<file path="src/rtl/mapper_ram_responder_pkg.sv">
// rtl/mapper_ram_responder_pkg.sv - shared state encoding and constants for the mapper RAM responder
package mapper_ram_responder_pkg;

  typedef enum logic [1:0] {
    ST_IDLE,
    ST_ISSUE,
    ST_WAIT,
    ST_DONE
  } state_t;

  // Wide enough for any mapper address width; users slice the low ADDR_W bits.
  localparam logic [63:0] ADDR_IDLE  = '1;
  localparam logic [7:0]  DOUT_FLOAT = 8'hFF;

endpackage

</file>
<file path="src/rtl/mapper_ram_cache.sv">
// rtl/mapper_ram_cache.sv - one-entry read cache (tag/data/valid), used under MAPPER_RAM_READ_CACHE_EN
module mapper_ram_cache #(
  parameter int ADDR_W = 27
) (
  input  logic              clk,
  input  logic              reset,
  input  logic              clear,
  input  logic [ADDR_W-1:0] lookup_addr,
  output logic              hit,
  output logic [7:0]        data,
  input  logic              fill_en,
  input  logic [ADDR_W-1:0] fill_addr,
  input  logic [7:0]        fill_data,
  input  logic              wr_en,
  input  logic [ADDR_W-1:0] wr_addr,
  input  logic [7:0]        wr_data
);

  logic [ADDR_W-1:0] tag;
  logic [7:0]        dat;
  logic              valid;

  assign hit  = valid && (tag == lookup_addr);
  assign data = dat;

  always_ff @(posedge clk or posedge reset) begin
    if (reset) begin
      tag   <= '0;
      dat   <= '0;
      valid <= 1'b0;
    end else if (clear) begin
      valid <= 1'b0;
    end else if (fill_en) begin
      tag   <= fill_addr;
      dat   <= fill_data;
      valid <= 1'b1;
    end else if (wr_en && valid && (wr_addr == tag)) begin
      // Keep cached data coherent with writes that hit the tagged line.
      dat <= wr_data;
    end
  end

endmodule

</file>
<file path="src/rtl/mapper_ram_responder.sv">
// rtl/mapper_ram_responder.sv - mapper request to strobed memory access responder; optional MAPPER_RAM_READ_CACHE_EN
module mapper_ram_responder
  import mapper_ram_responder_pkg::*;
#(
  parameter int TIMEOUT_CYCLES = 64,
  parameter int ADDR_W         = 27
) (
  input  logic              clk,
  input  logic              reset,
  input  logic              ram_cs,
  input  logic [ADDR_W-1:0] addr,
  input  logic              rnw,
  input  logic [7:0]        din,
  output logic [7:0]        dout,
  output logic              cpu_wait,
  output logic [ADDR_W-1:0] mem_addr,
  output logic [7:0]        mem_din,
  output logic              mem_rd,
  output logic              mem_wr,
  input  logic [7:0]        mem_dout,
  input  logic              mem_ready,
  output logic              timeout_err
);

  localparam int              CW       = $clog2(TIMEOUT_CYCLES);
  localparam logic [CW-1:0]   CNT_LAST = CW'(TIMEOUT_CYCLES - 1);

  state_t        state, state_nxt;
  logic          ram_cs_q;
  logic          rnw_q;
  logic [CW-1:0] cnt;
  logic          start;
  logic          accept;
  logic          hit;
  logic [7:0]    cache_data;

  assign start  = ram_cs & ~ram_cs_q;
  // The idle sentinel address never reaches memory.
  assign accept = start && (state == ST_IDLE) && (addr != ADDR_IDLE[ADDR_W-1:0]);

`ifdef MAPPER_RAM_READ_CACHE_EN
  logic lookup_hit;

  mapper_ram_cache #(.ADDR_W(ADDR_W)) u_cache (
    .clk         (clk),
    .reset       (reset),
    .clear       (1'b0),
    .lookup_addr (addr),
    .hit         (lookup_hit),
    .data        (cache_data),
    .fill_en     ((state == ST_WAIT) && mem_ready && rnw_q),
    .fill_addr   (mem_addr),
    .fill_data   (mem_dout),
    .wr_en       (accept && !rnw),
    .wr_addr     (addr),
    .wr_data     (din)
  );

  assign hit = accept && rnw && lookup_hit;
`else
  assign hit        = 1'b0;
  assign cache_data = DOUT_FLOAT;
`endif

  always_ff @(posedge clk or posedge reset) begin
    if (reset) state <= ST_IDLE;
    else       state <= state_nxt;
  end

  always_comb begin
    state_nxt = state;
    cpu_wait  = 1'b0;
    case (state)
      ST_IDLE: begin
        cpu_wait = start;
        if (hit)         state_nxt = ST_DONE;
        else if (accept) state_nxt = ST_ISSUE;
      end
      ST_ISSUE: begin
        cpu_wait  = 1'b1;
        state_nxt = ST_WAIT;
      end
      ST_WAIT: begin
        cpu_wait = 1'b1;
        if (mem_ready || (cnt == CNT_LAST)) state_nxt = ST_DONE;
      end
      ST_DONE: begin
        if (!ram_cs) state_nxt = ST_IDLE;
      end
      default: state_nxt = ST_IDLE;
    endcase
  end

  always_ff @(posedge clk or posedge reset) begin
    if (reset) begin
      ram_cs_q    <= 1'b0;
      rnw_q       <= 1'b0;
      cnt         <= '0;
      dout        <= DOUT_FLOAT;
      mem_addr    <= ADDR_IDLE[ADDR_W-1:0];
      mem_din     <= '0;
      mem_rd      <= 1'b0;
      mem_wr      <= 1'b0;
      timeout_err <= 1'b0;
    end else begin
      ram_cs_q <= ram_cs;
      mem_rd   <= 1'b0;
      mem_wr   <= 1'b0;
      case (state)
        ST_IDLE: begin
          if (accept) begin
            mem_addr <= addr;
            mem_din  <= din;
            rnw_q    <= rnw;
            if (hit) begin
              dout <= cache_data;
            end else begin
              // Strobe is registered so it lines up with the ISSUE cycle.
              mem_rd <= rnw;
              mem_wr <= ~rnw;
            end
          end
        end
        ST_ISSUE: cnt <= '0;
        ST_WAIT: begin
          if (cnt != CNT_LAST) cnt <= cnt + CW'(1);
          if (mem_ready) begin
            if (rnw_q) dout <= mem_dout;
          end else if (cnt == CNT_LAST) begin
            if (rnw_q) dout <= DOUT_FLOAT;
            timeout_err <= 1'b1;
          end
        end
        default: ;
      endcase
    end
  end

endmodule

</file>
<file path="config.mk">
export PLATFORM = sky130hd
export DESIGN_NAME = mapper_ram_responder
export DESIGN_NICKNAME = d
export VERILOG_FILES = /design/src/rtl/mapper_ram_responder_pkg.sv /design/src/rtl/mapper_ram_cache.sv /design/src/rtl/mapper_ram_responder.sv
export SDC_FILE = /design/constraint.sdc
export NUM_CORES = 1
export LEC_CHECK = 0
export CELL_PAD_IN_SITES_DETAIL_PLACEMENT = 1
export CELL_PAD_IN_SITES_GLOBAL_PLACEMENT = 2
export CORE_MARGIN = 3
export CORE_UTILIZATION = 26
export CTS_CLUSTER_SIZE = 12
export DETAILED_ROUTE_END_ITERATION = 8
export PLACE_DENSITY_LB_ADDON = 0.1
export SYNTH_ARGS = -nofsm -noshare
export SYNTH_HDL_FRONTEND = slang
export SYNTH_SLANG_ARGS = --single-unit
</file>
<file path="constraint.sdc">
create_clock -name clk -period 2.1 [get_ports clk]
set_clock_uncertainty 0.2 [all_clocks]
set_input_delay 0.525 -clock clk [delete_from_list [all_inputs] [get_ports clk]]
set_output_delay 0.525 -clock clk [all_outputs]
set_load 0.01 [all_outputs]
</file>
# Word level (Yosys, flattened, before mapping)
# Cells that the tools add are included.
totals:
  regBits: 56
  in_bits: 48
  wordCells: 52
op_classes:
  add_sub_neg: 1
  n_eq_ne: 10
  muxes: 15
  bitwise: 4
  n_reduce_logical: 12
op_table:
  columns: ["op", "count"]
  rows:
  - ["$mux 8", 4]
  - ["$ne 27x27->1 const B", 1]
  - ["$pmux 6 s2", 1]
  - ["$reduce_and 3->1", 3]
  - ["$ne 2x2->1 const B", 4]
  - ["$pmux 2 s4", 1]
  - ["$add 6x1->6 const B", 1]
  - ["$eq 6x6->1 const B", 1]
  - ["$mux 2", 3]
  - ["$mux 6", 1]
  - ["$ne 6x6->1 const B", 1]
  - ["$eq 2x2->1 const B", 2]
  - ["$mux 1", 4]
  - ["$reduce_and 2->1", 2]
  - ["$reduce_bool 2->1", 2]
  - ["$not 1->1", 3]
  - ["$eq 2x1->1 const B", 1]
  - ["$logic_and 1x1->1", 2]
  - ["$logic_not 2->1", 1]
  - ["$pmux 1 s2", 1]
  - ["$reduce_or 2->1", 1]
  - ["$and 1x1->1", 1]
  - ["$logic_or 1x1->1", 1]

# Longest topological paths before layout
# Gate-level depths: netlist (run 1).
depth:
  ltp_word: 6
  ltp_mapped: 8
  depth_no_buf: 6

# Worst setup path before layout (run 1)
# OpenSTA, ideal clock, no wires.
synth_timing:
  path_kind: "in2reg"
  from: "input port addr[25]"
  to: "register mem_din[0]"
  setup_ns: 0.125
  arrival_time_ns: 1.823
  required_ns: 1.775
  setup_slack_ns: -0.048
  cell_stages: 7
  n_path_buf: 2
  cell_sequence: "nand4_1 > nor4_2 > nand4_1 > o21a_1 > buf_6 > buf_12 > mux2_4"
synth_between:
  elab_chain_len: 3
synth_rtl:
  columns: ["item", "line_no", "source"]
  rows:
  - ["from (decl)", "mapper_ram_responder.sv:11", "input logic [ADDR_W-1:0] addr,"]
  - ["$ne 27x27->1", "mapper_ram_responder.sv:39", "assign accept = start && (state == ST_IDLE) && (addr != ADDR_IDLE[ADDR_W-1:0]);"]
  - ["$logic_and 1x1->1", "mapper_ram_responder.sv:39", null]
  - ["$reduce_and 2->1 (no line)", null, null]
  - ["to (signal assigned)", "mapper_ram_responder.sv:113", "mem_din <= din;"]
  - ["to (decl)", "mapper_ram_responder.sv:17", "output logic [7:0] mem_din,"]
# Every way passes these cells.
# A chain may end at the register's enable or synchronous reset.

# Worst setup path in the final report (run 1)
layout_timing:
  from: "input port addr[23]"
  to: "register mem_din[1]"
# Same word-level chain as after synthesis.

==> results of run 1 <==
## layout make-up
type / instances / area (um^2) / area share
Clock buffer: 6 / 72.57 / 0.01687
Inverter: 18 / 67.56 / 0.01571
Tap cell: 129 / 161.4 / 0.03752
Multi-Input combinational cell: 110 / 1082 / 0.2516
Timing Repair Buffer: 149 / 1456 / 0.3386
Clock inverter: 2 / 16.27 / 0.003781
Sequential cell: 56 / 1445 / 0.3360
## Yosys cell counts, types with 2 or more instances
library cell / count / area share
nor2_1: 14 / 0.020
dfrtp_1: 21 / 0.20
and2_1: 2 / 0.0049
nand2_1: 6 / 0.0087
nand4_1: 10 / 0.024
buf_12: 2 / 0.016
dfstp_2: 35 / 0.36
clkbuf_1: 3 / 0.0044
mux2_2: 7 / 0.031
a21oi_1: 6 / 0.012
ha_1: 7 / 0.034
o22ai_1: 2 / 0.0049
inv_1: 18 / 0.026
a31oi_1: 9 / 0.022
and3_1: 3 / 0.0073
mux2_4: 28 / 0.16
## timing repair
action,CTS,global route
gates resized for setup,117,23
setup buffers,16,4
pin swaps,12,10
gates cloned,4,2
hold buffers,0,0
endpoints found under the setup margin,74,40
## critical path: stages
cell	delay [ps]
buf_6	70
nand4_1	150
nor4_4	370
nand4_1	220
o21a_4	270
buf_6	140
buf_12	130
mux2_4	290
## registers in the layout, indices dropped and copies added (netlist names)
| signal | count |
|---|---|
| cnt | 6 |
| dout | 8 |
| mem_addr | 27 |
| mem_din | 8 |
| mem_rd | 1 |
| mem_wr | 1 |
| ram_cs_q | 1 |
| rnw_q | 1 |
| state | 2 |
| timeout_err | 1 |
## per-stage QoR
step	instances	util	total power (uW)
2_1_floorplan	191	-	3259
3_3_place_gp	438	0.4128	4559
3_5_place_dp	438	0.4128	4569
4_1_cts	465	0.4423	5077
5_1_grt	470	0.4569	5550
6_report	470	0.4569	5196
## worst max-delay path by stage
stage	depth (start not counted)	endpoint	slack, ps	start
finish	8	mem_din[1]	-80	addr[23]
global route	8	mem_din[1]	-160	addr[23]
CTS	8	mem_din[6]	-10	addr[16]
detailed placement	7	mem_din[7]	-720	addr[23]
global placement	7	mem_din[2]	-670	addr[24]
floorplan	7	mem_din[0]	-40	addr[25]
## cells by family (layout without fill, tap and decap cells)
kind of cell | Yosys count | after routing | synth area share
AOI/OAI and AO/OA | 27 | 27 | 0.07088
xor gates and xnor gates | 1 | 1 | 0.003399
adders and majority gates | 7 | 7 | 0.03398
buffers and inverters | 25 | 175 | 0.05631
DFF | 56 | 56 | 0.5607
muxes | 36 | 36 | 0.1976
and+or+nand+nor | 39 | 39 | 0.07718
## power by group through the flow
stage / clock network, uW / logic (uW) / registers (uW)
final: 614 / 2570 / 2020
after global routing: 692 / 2770 / 2090
after CTS: 650 / 2410 / 2020
after detailed placement: 0 / 2520 / 2050
after global placement: 0 / 2510 / 2050
after floorplan: 0 / 1020 / 2240
## per-layer routing
metal	up-vias	share of wire
met1	1004	0.46
met3	4	0.042
met5	-	0
met2	56	0.49
li1	970	-
met4	0	0.0076
==> results.md, run 1 <==
- Synth Register Bits: 56
- Slew Viols, Final: 0
- GRT Total Usage: 0.1321
- Met1 usage: 0.1697
- Logic pwr share: 0.494
- Failing checks: negative setup slack
- Hold path depth: 2
- CTS root buf: clkbuf_8
- Post-synthesis sequential area ratio: 0.5607
- First-pass GRT wire length: between 10 and 15 mm
- Commonest non-fill, non-tap cell in the layout: dlygate4sd2_1
- Clock share of power: 0.118
- RSZ-0062 raised after global routing: yes
- Routed Antenna Nets: 0
- DP HPWL: around 5.0 mm
- Post-Syn Nets: 246
- Post-synthesis cell type count: 34
- Final Hold Vio Count: 0
- Critical Path RT: 2090 ps
- PortBufs: 94
- Main synth FF type: dfstp_2
- CTS clk-pin slew, worst paths: 110 ps
- Psw: 1672 uW
- Arr. time, crit path: 2170 ps
- FF-to-FF path depth: 10
- HP Start: addr[7]
- Status: finished with violations
- H-tree levels: 2
- Gpl congestion: roughly 0.71
- Worst-path maximum fanout: 5
- I/O Pins: 95
- Critical Path Start Type: input port
- Post-Syn Instances: 191
- P&R area growth vs syn: 66.89%
- Setup TNS: -1337 ps
- Fill cell count: 1017
- Initial core utilization: 0.2738
- CP Class: input port to flop
- Final net count: 395
- HP Class: input port to flop
- Final hold slack: 233.3 ps
- Largest net degree at the start of global routing: 57
- Worst reg2reg path endpoint: mem_din[1]
- Fmax: between 0.4 and 0.5 GHz
- Min Tclk post-route: between 2000 and 2500 ps
- Pwr Density: 1208 nW/um^2
- Core area: 9415 um^2
- Initial DRC Count: between 60 and 70
- Initial antenna violation count: 0
- Slew @ Worst Pin: 342.4 ps
- Drt pass-1 iters: 4
- R2R Setup Slk: 70 ps
- CTS Sinks: 56
- Via count: 2034
- Die Width: 105.6 um
- Synthesized cell area: 2577 um^2
- Maximum VDD drop: approximately 520 uV
- Share of cells above drive strength 1: 0.4809
- Post-synth EDFFs: 0
- Placement Cell Area: 3886 um^2
- Met2 usage: 0.2250
- Endpoint, Worst Hold: mem_addr[7]
- Crit path capture type: flop
- CTS tree: built
- DR WL/cell: 16.04 um
- Pint: 3524 uW
- Die area: 11140 um^2
- Antenna cells: 0
- Syn Area/Cell: 13.49 um^2
- Lkg Pwr: slightly below 0.002 uW
- Final setup vio count: 31
- Residual DRC: 0
- Yosys warnings: 0
- Switching Share: 0.3218
- Vias/cell: 4.328
- Commonest cells after routing, fill and taps aside: dlygate4sd2_1, buf_4, dfstp_2, clkdlybuf4s50_1, mux2_4
- Max-cap viol count: 0
- Tcrit/Tclk final: 1.037
- Number of global-route vias before repair: 2240
- Pre-CTS WS: -719.9 ps
- DIE HEIGHT: 105.6 um
- Total congestion overflow: 0
- Clock Path Buffers: 2
- Max transition margin: 0.7710
- GRT Max-Usage Layer: met2
- FP Rows: 35
- Design area: 4302 um^2
- Total CTS buffers: 5
- Worst-Skew Late Latency: around 310 ps
- Sequential share of power: 0.388
- Met3 usage: 0.03184
- R2r startpoint: state[1]
- Final wirelength: 7.539 mm
- Setup WS post-layout: -78.64 ps
- Ys async rst share: 1.000
(Power assumes the default switching activity.)
==> inputs of run 2 (changes only) <==
--- a/config.mk
+++ b/config.mk
@@ -12,6 +12,7 @@
 export CTS_CLUSTER_SIZE = 12
 export DETAILED_ROUTE_END_ITERATION = 8
 export PLACE_DENSITY_LB_ADDON = 0.1
+export SLEW_MARGIN = 20
 export SYNTH_ARGS = -nofsm -noshare
 export SYNTH_HDL_FRONTEND = slang
 export SYNTH_SLANG_ARGS = --single-unit
==> results of run 2 <==
Final layout, timing and power as in run 1 (identical DEF).
